[config.mk]
export PLATFORM = sky130hd
export DESIGN_NAME = svreal_mul_arb
export DESIGN_NICKNAME = d
export VERILOG_FILES = /design/src/rtl/svreal_mul_arb_pkg.sv /design/src/rtl/svreal_mul_pipe.sv /design/src/rtl/svreal_mul_arb.sv
export SDC_FILE = /design/constraint.sdc
export NUM_CORES = 1
export LEC_CHECK = 0
export ABC_AREA = 1
export CELL_PAD_IN_SITES_DETAIL_PLACEMENT = 1
export CELL_PAD_IN_SITES_GLOBAL_PLACEMENT = 1
export CORE_UTILIZATION = 45
export CTS_CLUSTER_DIAMETER = 120
export DETAILED_ROUTE_END_ITERATION = 10
export PLACE_DENSITY = 0.86
export SLEW_MARGIN = 0
export SYNTH_ARGS = -nofsm -noshare
export SYNTH_HDL_FRONTEND = slang
export SYNTH_SLANG_ARGS = --single-unit
[constraint.sdc]
create_clock -name clk -period 12.6 [get_ports clk]
set_input_delay 2.52 -clock clk [delete_from_list [all_inputs] [get_ports clk]]
set_output_delay 2.52 -clock clk [all_outputs]
set_load 0.02 [all_outputs]
[src/rtl/svreal_mul_arb_pkg.sv]
// Shared helpers for the arbitrated svreal multiplier.
// Optional saturation build: define SVREAL_MUL_ARB_SAT_EN.
package svreal_mul_arb_pkg;

    function automatic int id_width(input int n);
        int w;
        w = $clog2(n);
        return (w < 1) ? 1 : w;
    endfunction

    function automatic int align_shift(
        input int a_exp,
        input int b_exp,
        input int c_exp
    );
        return (a_exp + b_exp) - c_exp;
    endfunction

    function automatic int next_ptr(input int ptr, input int n);
        return (ptr + 1 >= n) ? 0 : ptr + 1;
    endfunction

endpackage

[src/rtl/svreal_mul_pipe.sv]
// Multiply/align/reduce datapath with valid+id sideband and common enable.
// SVREAL_MUL_ARB_SAT_EN selects saturating reduction and a sat flag.
module svreal_mul_pipe
    import svreal_mul_arb_pkg::*;
#(
    parameter int A_WIDTH = 16,
    parameter int A_EXP   = -8,
    parameter int B_WIDTH = 17,
    parameter int B_EXP   = -9,
    parameter int C_WIDTH = 18,
    parameter int C_EXP   = -10,
    parameter int PIPE    = 2,
    parameter int IDW     = 2
) (
    input  logic               clk_i,
    input  logic               rst_ni,
    input  logic               en_i,
    input  logic               in_valid_i,
    input  logic [IDW-1:0]     in_id_i,
    input  logic [A_WIDTH-1:0] a_i,
    input  logic [B_WIDTH-1:0] b_i,
    output logic               out_valid_o,
    output logic [IDW-1:0]     out_id_o,
    output logic [C_WIDTH-1:0] out_c_o
`ifdef SVREAL_MUL_ARB_SAT_EN
    ,
    output logic               out_sat_o
`endif
);

    localparam int SH  = align_shift(A_EXP, B_EXP, C_EXP);
    localparam int ASH = (SH < 0) ? -SH : SH;
    localparam int PW  = A_WIDTH + B_WIDTH;
    localparam int IW  = PW + ASH + 1;

    logic               v0_q;
    logic [IDW-1:0]     id0_q;
    logic [A_WIDTH-1:0] a_q;
    logic [B_WIDTH-1:0] b_q;

    logic [PW-1:0]        prod;
    logic signed [IW-1:0] sx;
    logic signed [IW-1:0] wide;
    logic [C_WIDTH:0]     res;

    // Stage data carries {sat, c}
    logic             v_q  [1:PIPE];
    logic [IDW-1:0]   id_q [1:PIPE];
    logic [C_WIDTH:0] d_q  [1:PIPE];

    always_comb begin
        prod = {{B_WIDTH{a_q[A_WIDTH-1]}}, a_q}
             * {{A_WIDTH{b_q[B_WIDTH-1]}}, b_q};
        sx   = {{(IW-PW){prod[PW-1]}}, prod};
        wide = (SH < 0) ? (sx >>> ASH) : (sx <<< ASH);
        res  = {1'b0, wide[C_WIDTH-1:0]};
`ifdef SVREAL_MUL_ARB_SAT_EN
        if (!(&wide[IW-1:C_WIDTH-1]) && |wide[IW-1:C_WIDTH-1]) begin
            res = wide[IW-1] ? {2'b11, {(C_WIDTH-1){1'b0}}}
                             : {2'b10, {(C_WIDTH-1){1'b1}}};
        end
`endif
    end

    always_ff @(posedge clk_i) begin
        if (!rst_ni) begin
            v0_q  <= 1'b0;
            id0_q <= '0;
            a_q   <= '0;
            b_q   <= '0;
            for (int k = 1; k <= PIPE; k++) begin
                v_q[k]  <= 1'b0;
                id_q[k] <= '0;
                d_q[k]  <= '0;
            end
        end else if (en_i) begin
            v0_q <= in_valid_i;
            if (in_valid_i) begin
                id0_q <= in_id_i;
                a_q   <= a_i;
                b_q   <= b_i;
            end
            v_q[1] <= v0_q;
            if (v0_q) begin
                id_q[1] <= id0_q;
                d_q[1]  <= res;
            end
            // Data only moves with a valid so bubbles leave outputs unchanged
            for (int k = 2; k <= PIPE; k++) begin
                v_q[k] <= v_q[k-1];
                if (v_q[k-1]) begin
                    id_q[k] <= id_q[k-1];
                    d_q[k]  <= d_q[k-1];
                end
            end
        end
    end

    assign out_valid_o = v_q[PIPE];
    assign out_id_o    = id_q[PIPE];
    assign out_c_o     = d_q[PIPE][C_WIDTH-1:0];

`ifdef SVREAL_MUL_ARB_SAT_EN
    assign out_sat_o = v_q[PIPE] & d_q[PIPE][C_WIDTH];
`else
    logic unused_hi;
    assign unused_hi = ^{wide[IW-1:C_WIDTH], d_q[PIPE][C_WIDTH]};
`endif

endmodule

[src/rtl/svreal_mul_arb.sv]
// Round-robin shared svreal multiplier with tagged, backpressured response.
// Define SVREAL_MUL_ARB_SAT_EN for saturating output and rsp_sat.
module svreal_mul_arb
    import svreal_mul_arb_pkg::*;
#(
    parameter int N_REQ   = 4,
    parameter int A_WIDTH = 16,
    parameter int A_EXP   = -8,
    parameter int B_WIDTH = 17,
    parameter int B_EXP   = -9,
    parameter int C_WIDTH = 18,
    parameter int C_EXP   = -10,
    parameter int PIPE    = 2
) (
    input  logic                       clk,
    input  logic                       rst_n,
    input  logic [N_REQ-1:0]           req_valid,
    output logic [N_REQ-1:0]           req_ready,
    input  logic [N_REQ*A_WIDTH-1:0]   req_a,
    input  logic [N_REQ*B_WIDTH-1:0]   req_b,
    output logic                       rsp_valid,
    input  logic                       rsp_ready,
    output logic [id_width(N_REQ)-1:0] rsp_id,
    output logic [C_WIDTH-1:0]         rsp_c
`ifdef SVREAL_MUL_ARB_SAT_EN
    ,
    output logic                       rsp_sat
`endif
);

    localparam int IDW = id_width(N_REQ);

    logic [IDW-1:0]     ptr_q;
    logic [IDW-1:0]     ptr_d;
    logic [IDW-1:0]     gnt_idx;
    logic [IDW-1:0]     scan;
    logic               gnt_found;
    logic               stall;
    logic               hs;
    int                 sum;
    logic [A_WIDTH-1:0] a_arr [N_REQ];
    logic [B_WIDTH-1:0] b_arr [N_REQ];

    for (genvar i = 0; i < N_REQ; i++) begin : g_unpack
        assign a_arr[i] = req_a[i*A_WIDTH +: A_WIDTH];
        assign b_arr[i] = req_b[i*B_WIDTH +: B_WIDTH];
    end

    assign stall = rsp_valid & ~rsp_ready;

    // First valid requester at or after ptr, wrapping
    always_comb begin
        gnt_found = 1'b0;
        gnt_idx   = '0;
        scan      = '0;
        sum       = 0;
        for (int i = 0; i < N_REQ; i++) begin
            sum = int'(ptr_q) + i;
            if (sum >= N_REQ) sum = sum - N_REQ;
            scan = IDW'(sum);
            if (!gnt_found && req_valid[scan]) begin
                gnt_found = 1'b1;
                gnt_idx   = scan;
            end
        end
    end

    always_comb begin
        req_ready = '0;
        if (rst_n && !stall && gnt_found) req_ready[gnt_idx] = 1'b1;
    end

    assign hs    = |(req_valid & req_ready);
    assign ptr_d = hs ? IDW'(next_ptr(int'(gnt_idx), N_REQ)) : ptr_q;

    always_ff @(posedge clk) begin
        if (!rst_n) ptr_q <= '0;
        else        ptr_q <= ptr_d;
    end

    svreal_mul_pipe #(
        .A_WIDTH(A_WIDTH),
        .A_EXP  (A_EXP),
        .B_WIDTH(B_WIDTH),
        .B_EXP  (B_EXP),
        .C_WIDTH(C_WIDTH),
        .C_EXP  (C_EXP),
        .PIPE   (PIPE),
        .IDW    (IDW)
    ) u_pipe (
        .clk_i      (clk),
        .rst_ni     (rst_n),
        .en_i       (~stall),
        .in_valid_i (hs),
        .in_id_i    (gnt_idx),
        .a_i        (a_arr[gnt_idx]),
        .b_i        (b_arr[gnt_idx]),
        .out_valid_o(rsp_valid),
        .out_id_o   (rsp_id),
        .out_c_o    (rsp_c)
`ifdef SVREAL_MUL_ARB_SAT_EN
        ,
        .out_sat_o  (rsp_sat)
`endif
    );

endmodule

* Word-level counts from Yosys, hierarchy flattened *
Memory sizes are Yosys's and may differ from the RTL's.
Cells that the tools add are included.

cells by class
  $add $sub $neg = 8
  multipliers = 1
  $lt $le $gt $ge = 12
  mux-type cells = 48
  bitwise gates (word level) = 11
  reduce and logical (&&, ||, !) cells = 12

operators with widths
  cell                                                  count
  two-way mux 19 bit                                    2
  binary-select mux 17 bit (select 2 bit)               1
  two-way mux 17 bit                                    2
  binary-select mux 16 bit (select 2 bit)               1
  two-way mux 16 bit                                    2
  multiplier 16 x 17 -> 25 bit                          1
  two-way mux 1 bit                                     23
  two-way mux 2 bit                                     11
  >= comparator 3 bit (second input constant)           5
  < comparator 2 x 3 -> 1 bit (second input constant)   5
  binary-select mux 1 bit (select 2 bit)                4
  subtractor 2 x 1 -> 2 bit (second input constant)     4
  adder 2 x 1 -> 3 bit (second input constant)          2
  adder 2 x 2 -> 3 bit (second input constant)          2
  logical AND 1 bit                                     6
  OR 1 bit                                              6
  AND 4 bit                                             1
  logical NOT 1 bit                                     4
  two-way mux 4 bit                                     1
  OR reduction 4 bit                                    1
  >= comparator 2 x 3 -> 1 bit (second input constant)  1
  NOT 2 -> 3 bit                                        1
  demux 1 bit (select 2 bit)                            1
  >= comparator 2 x 1 -> 1 bit (second input constant)  1
  other kinds (3)                                       4

word-level totals
  bits in registers = 38
  bits in writable memories = 44
  input bits = 139
  output and inout port bits = 25
  word-level logic and storage cells = 100
  memories kept = 3

memory list
  memory       words  bits a word  read ports  clocked after Yosys merged registers in  write ports  RTL line               text
  u_pipe.d_q   2      19           2           0                                        2            svreal_mul_pipe.sv:49  logic [C_WIDTH:0] d_q [1:PIPE];
  u_pipe.id_q  2      2            2           0                                        2            svreal_mul_pipe.sv:48  logic [IDW-1:0] id_q [1:PIPE];
  u_pipe.v_q   2      1            2           0                                        2            svreal_mul_pipe.sv:47  logic v_q [1:PIPE];

* Logic depth before layout (Yosys ltp) *
  depth after elaboration = 22
  depth in mapped cells = 28
  mapped depth without buffers = 26

* Modules after synthesis *
From an unflattened synthesis, not the netlist that was laid out.

unflattened totals
  cells, all modules = 1743
  area total of the unflattened synthesis = 13005.0 µm²

by module, submodules not included
  module           times used  cells an instance  area each (µm²)  sequential area each (µm²)
  svreal_mul_pipe  1           1485               11514.8          1981.9
  svreal_mul_arb   1           258                1490.2           40.0

* Worst setup path after synthesis *
No wires, ideal clock.

  kind = input to output
  start point = input port req_valid[1]
  end point = output port req_ready[0]
  data arrival time = 3.947 ns
  data required time = 10.080 ns
  path slack = 6.133 ns
  cell stages on the path = 11
  path buffers = 1
  cell sequence = inv_1 nand2_1 a21oi_2 nand2_2 nor2_2 nand2_1 nand2_2 buf_2 ha_1 inv_1 nor2_1

between the ends
  cells in the longest elaborated chain, start to end = 17
  elaborated cells between the ends (all ways) = 29
  classes of those cells = order compare (2); mux (19); reduce/logical (8)

ends and longest elaborated chain
  what                                                                                                      RTL line              text
  start: declaration                                                                                        svreal_mul_arb.sv:17  input logic [N_REQ-1:0] req_valid,
  binary-select mux 1 bit (select 2 bit)                                                                    svreal_mul_arb.sv:61  if (!gnt_found && req_valid[scan]) begin
  two-way mux 1 bit (not written as such)                                                                   svreal_mul_arb.sv:61
  two-way mux 1 bit                                                                                         svreal_mul_arb.sv:61
  logical NOT 1 bit                                                                                         svreal_mul_arb.sv:61
  logical AND 1 bit                                                                                         svreal_mul_arb.sv:61
  two-way mux 1 bit                                                                                         svreal_mul_arb.sv:61
  logical NOT 1 bit                                                                                         svreal_mul_arb.sv:61
  logical AND 1 bit                                                                                         svreal_mul_arb.sv:61
  two-way mux 1 bit                                                                                         svreal_mul_arb.sv:61
  logical NOT 1 bit                                                                                         svreal_mul_arb.sv:61
  logical AND 1 bit                                                                                         svreal_mul_arb.sv:61
  two-way mux 2 bit                                                                                         svreal_mul_arb.sv:61
  < comparator 2 x 3 -> 1 bit (not written as such) / >= comparator 2 x 1 -> 1 bit (equally long branches)  svreal_mul_arb.sv:70  if (rst_n && !stall && gnt_found) req_ready[gnt_idx] = 1'b1;
  logical AND 1 bit (not written as such)                                                                   svreal_mul_arb.sv:70
  two-way mux 1 bit (not written as such)                                                                   svreal_mul_arb.sv:70
  demux 1 bit (select 2 bit)                                                                                svreal_mul_arb.sv:70
  two-way mux 4 bit *                                                                                       svreal_mul_arb.sv:70
  end: declaration                                                                                          svreal_mul_arb.sv:18  output logic [N_REQ-1:0] req_ready,

Mark *: on every way between the ends. The rest lies on a longest branch, timed or not. The select of a mux whose other input is x is not followed.

* Worst setup path after layout *
  start point = input port req_valid[1]
  end point = output port req_ready[2]

The elaborated chain is that of the path after synthesis.

==> metrics.cfg <==
[pwr]
p_leak_uw = 0.00893
vdd_drop_max_uv = 165
cellPowerDensity_mw_per_mm2 = 250

[cts]
postCtsHoldBufs = 0
cts_tree = yes
cts.clk_slew.worst_paths_ns = 0.07
root_buffer = clkbuf_16
clk_latency_ns = 0.35
clockBufferDepth = 2
postCtsSetupRepairBufs = 0
cts-resized-gates = 0
cts_max_level = 3
cts_buffers = 9
clock-sinks = 80

[global_routing]
gr-total-overflow = 0
grt_max_degree = 71
track_usage_pct = 28.8
grt_first_pass_wirelength_um = 69600
grt_pass1_vias = 14000
antenna_found_initial = 3

[timing]
drv_slew = 0
max_freq_ghz = 0.118
fin_skew_ns = 0.00930
setup_viol = 0
rsz0062_at_grt = false
fin_tns_setup_ns = 0
setup_slack_ns = 4.14
hold_viol_final = 0
slew_headroom_pct = 24.8
min_period_over_period_pct = 67.1
fin_crit_ns = 8.46
worstMarginPinSlew_ns = 1.12

[die]
die_x_um = 176
rows = 63
start_util_pct = 46.0
design.core.area_mm2 = 0.0298
die-height_um = 176
ios = 164
die_area_mm2 = 0.0311

[finish]
fin_util_pct = 53.0
area_delta_synth_final_pct = 15.4
drive_above_1_share_pct = 1.98
fin_nets = 2485

[logic_synthesis]
seq_area_frac_synth_pct = 14.8
synth_top_flop_cell = edfxtp_1
synth_compound_area_share_pct = 4.32
synth_area_leaders = fa_1, inv_1, nand2_1
synth_most_common_cell = inv_1
synth.top_cell.area_share_pct = 29.2
yosysWarnings = 0
synthSimpleGateAreaFrac_pct = 23.6
synth_edf_count = 42
netlist_area_mm2 = 0.0137
syn_avg_cell_area_um2 = 6.91
synth_xor_xnor_area_share_pct = 0.256
synth-seq-cells = 80
syn-instance-count = 1982
synthAdderAreaFrac_pct = 36.2
synth_top_area_cell = fa_1
synth_nets = 2397
ys_types = 37
async_reset_ff_share_pct = 0
ys_top_cells_by_count = inv_1, nand2_1, fa_1
synth_mux_area_share_pct = 0
synth_top_family_by_area = adder cells

[drt]
wl_um = 42800
vias = 12600
drc = 0
via_per_inst = 5.10
drtIter0Drc = 643
avgRoutedWirePerCell_um = 17.4
final_antenna_net_count = 0
drt_pass1_iterations = 5

[setup_path]
cp_cell_sequence = clkdlybuf4s50_1 > inv_1 > nand2_1 > nand2_1 > nand2_1 > nand2_1 > inv_1 > nand3_1 > nand3_1 > nand2_2 > inv_2 > ha_1 > inv_1 > nor2_1 > clkdlybuf4s50_1
regToRegSetupSlack_ns = 6.33
endpoint_kind = primary output
crit_arrival_ns = 5.94
worstPathMaxFanout = 36
cpPeakStageDelay_ns = 0.72
worst_path_most_repeated_cell = nand2_1
path_class = input pin to primary output
start_kind = input pin
cpMaxStageDelayCell = inv_2
required_ns = 10.08

[job]
cap_violations = 0

[place]
io_buffers = 163
dp_hpwl_um = 34300
gp_congestion = 0.863
place_ws_ns = 4.14

[min_path]
hold_class = register to register

[outcome]
status = complete, no violations

layout make-up:
cell class,instances,area [um^2]
Antenna cell,3,7.51
Clock buffer,9,225
Clock inverter,6,115
Fill cell,3886,14000
Inverter,644,2420
Multi-Input combinational cell,1162,8820
Sequential cell,80,2020
Tap cell,390,488
Timing Repair Buffer,173,1710
kinds of logic after synthesis:
group / Yosys count
buffers and inverters: 740
AND/OR/NAND/NOR: 774
flip-flops: 80
adder cells (fa/ha/maj): 276
XOR/XNOR: 4
AO/OA/AOI/OAI: 108
layout by cell type, fill, tap and decap left out, drive strengths merged:
cell type | Yosys | routed
edfxtp | 42 | 42
clkinvlp | 0 | 1
or2 | 1 | 1
fa | 200 | 200
clkdlybuf4s50 | 0 | 163
bufinv | 0 | 3
nand4 | 9 | 9
ha | 76 | 76
o21bai | 4 | 4
a31oi | 1 | 1
clkinv | 1 | 1
a21o | 3 | 3
nor2 | 80 | 80
a211oi | 2 | 2
xnor2 | 3 | 3
a21boi | 3 | 3
xor2 | 1 | 1
o21ai | 24 | 24
and2 | 1 | 1
inv | 643 | 645
nor3 | 9 | 9
a21oi | 66 | 66
clkbuf | 64 | 9
buf | 32 | 10
diode | 0 | 3
nand2 | 475 | 475
dfxtp | 38 | 38
nand3b | 4 | 4
o21a | 5 | 5
nor4 | 1 | 1
nand3 | 194 | 194
registers in the layout (all words and copies together) (netlist names), named ones only:
name,count
ptr_q,1
u_pipe.a_q,16
u_pipe.b_q,17
u_pipe.d_q,36
u_pipe.id0_q,2
u_pipe.id_q,4
u_pipe.v0_q,1
u_pipe.v_q,2
where the power goes:
part / internal [uW] / switching (uW) / total [uW]
Combinational: 1030 / 1950 / 2980
Clock: 194 / 114 / 308
Sequential: 375 / 281 / 656
final timing paths:
kind | start | end | depth (start not counted)
worst max-delay path | req_valid[1] | req_ready[2] | 15
worst min-delay path | u_pipe.id0_q[0]$_SDFFE_PN0P_ | u_pipe.id0_q[0]$_SDFFE_PN0P_ | 2
worst max register to register | u_pipe.a_q[4]$_SDFFE_PN0P_ | u_pipe.d_q[1][16]$_SDFFCE_PN0P_ | 20
worst min register to register | u_pipe.id0_q[0]$_SDFFE_PN0P_ | u_pipe.id0_q[0]$_SDFFE_PN0P_ | 2
per-layer routing:
metal	GRT usage, %	share of wire (%)	vias to the layer above
met5	0	0	-
met3	4.11	4.0	115
met2	53.1	52	352
li1	-	-	5867
met4	13.2	4.7	0
met1	32.7	39	6253
stage by stage:
stage	instances	hold WS, ns	power [uW]	area, um^2
final	2467	0.518	3950	15800
after detailed placement	2449	0.518	3620	15500
after CTS	2464	0.528	3950	15800
after floorplan	1982	0.455	2650	13700
after global routing	2467	0.537	4340	15800
after global placement	2449	0.480	3460	15500
worst max-delay path, delay by kind of cell:
kind	cells	cell delay [ns]
buf+inv	6	2.05
simple gates	8	1.07
fa+ha+maj	1	0.29
Note: power is estimated with default switching activity, not from simulation.
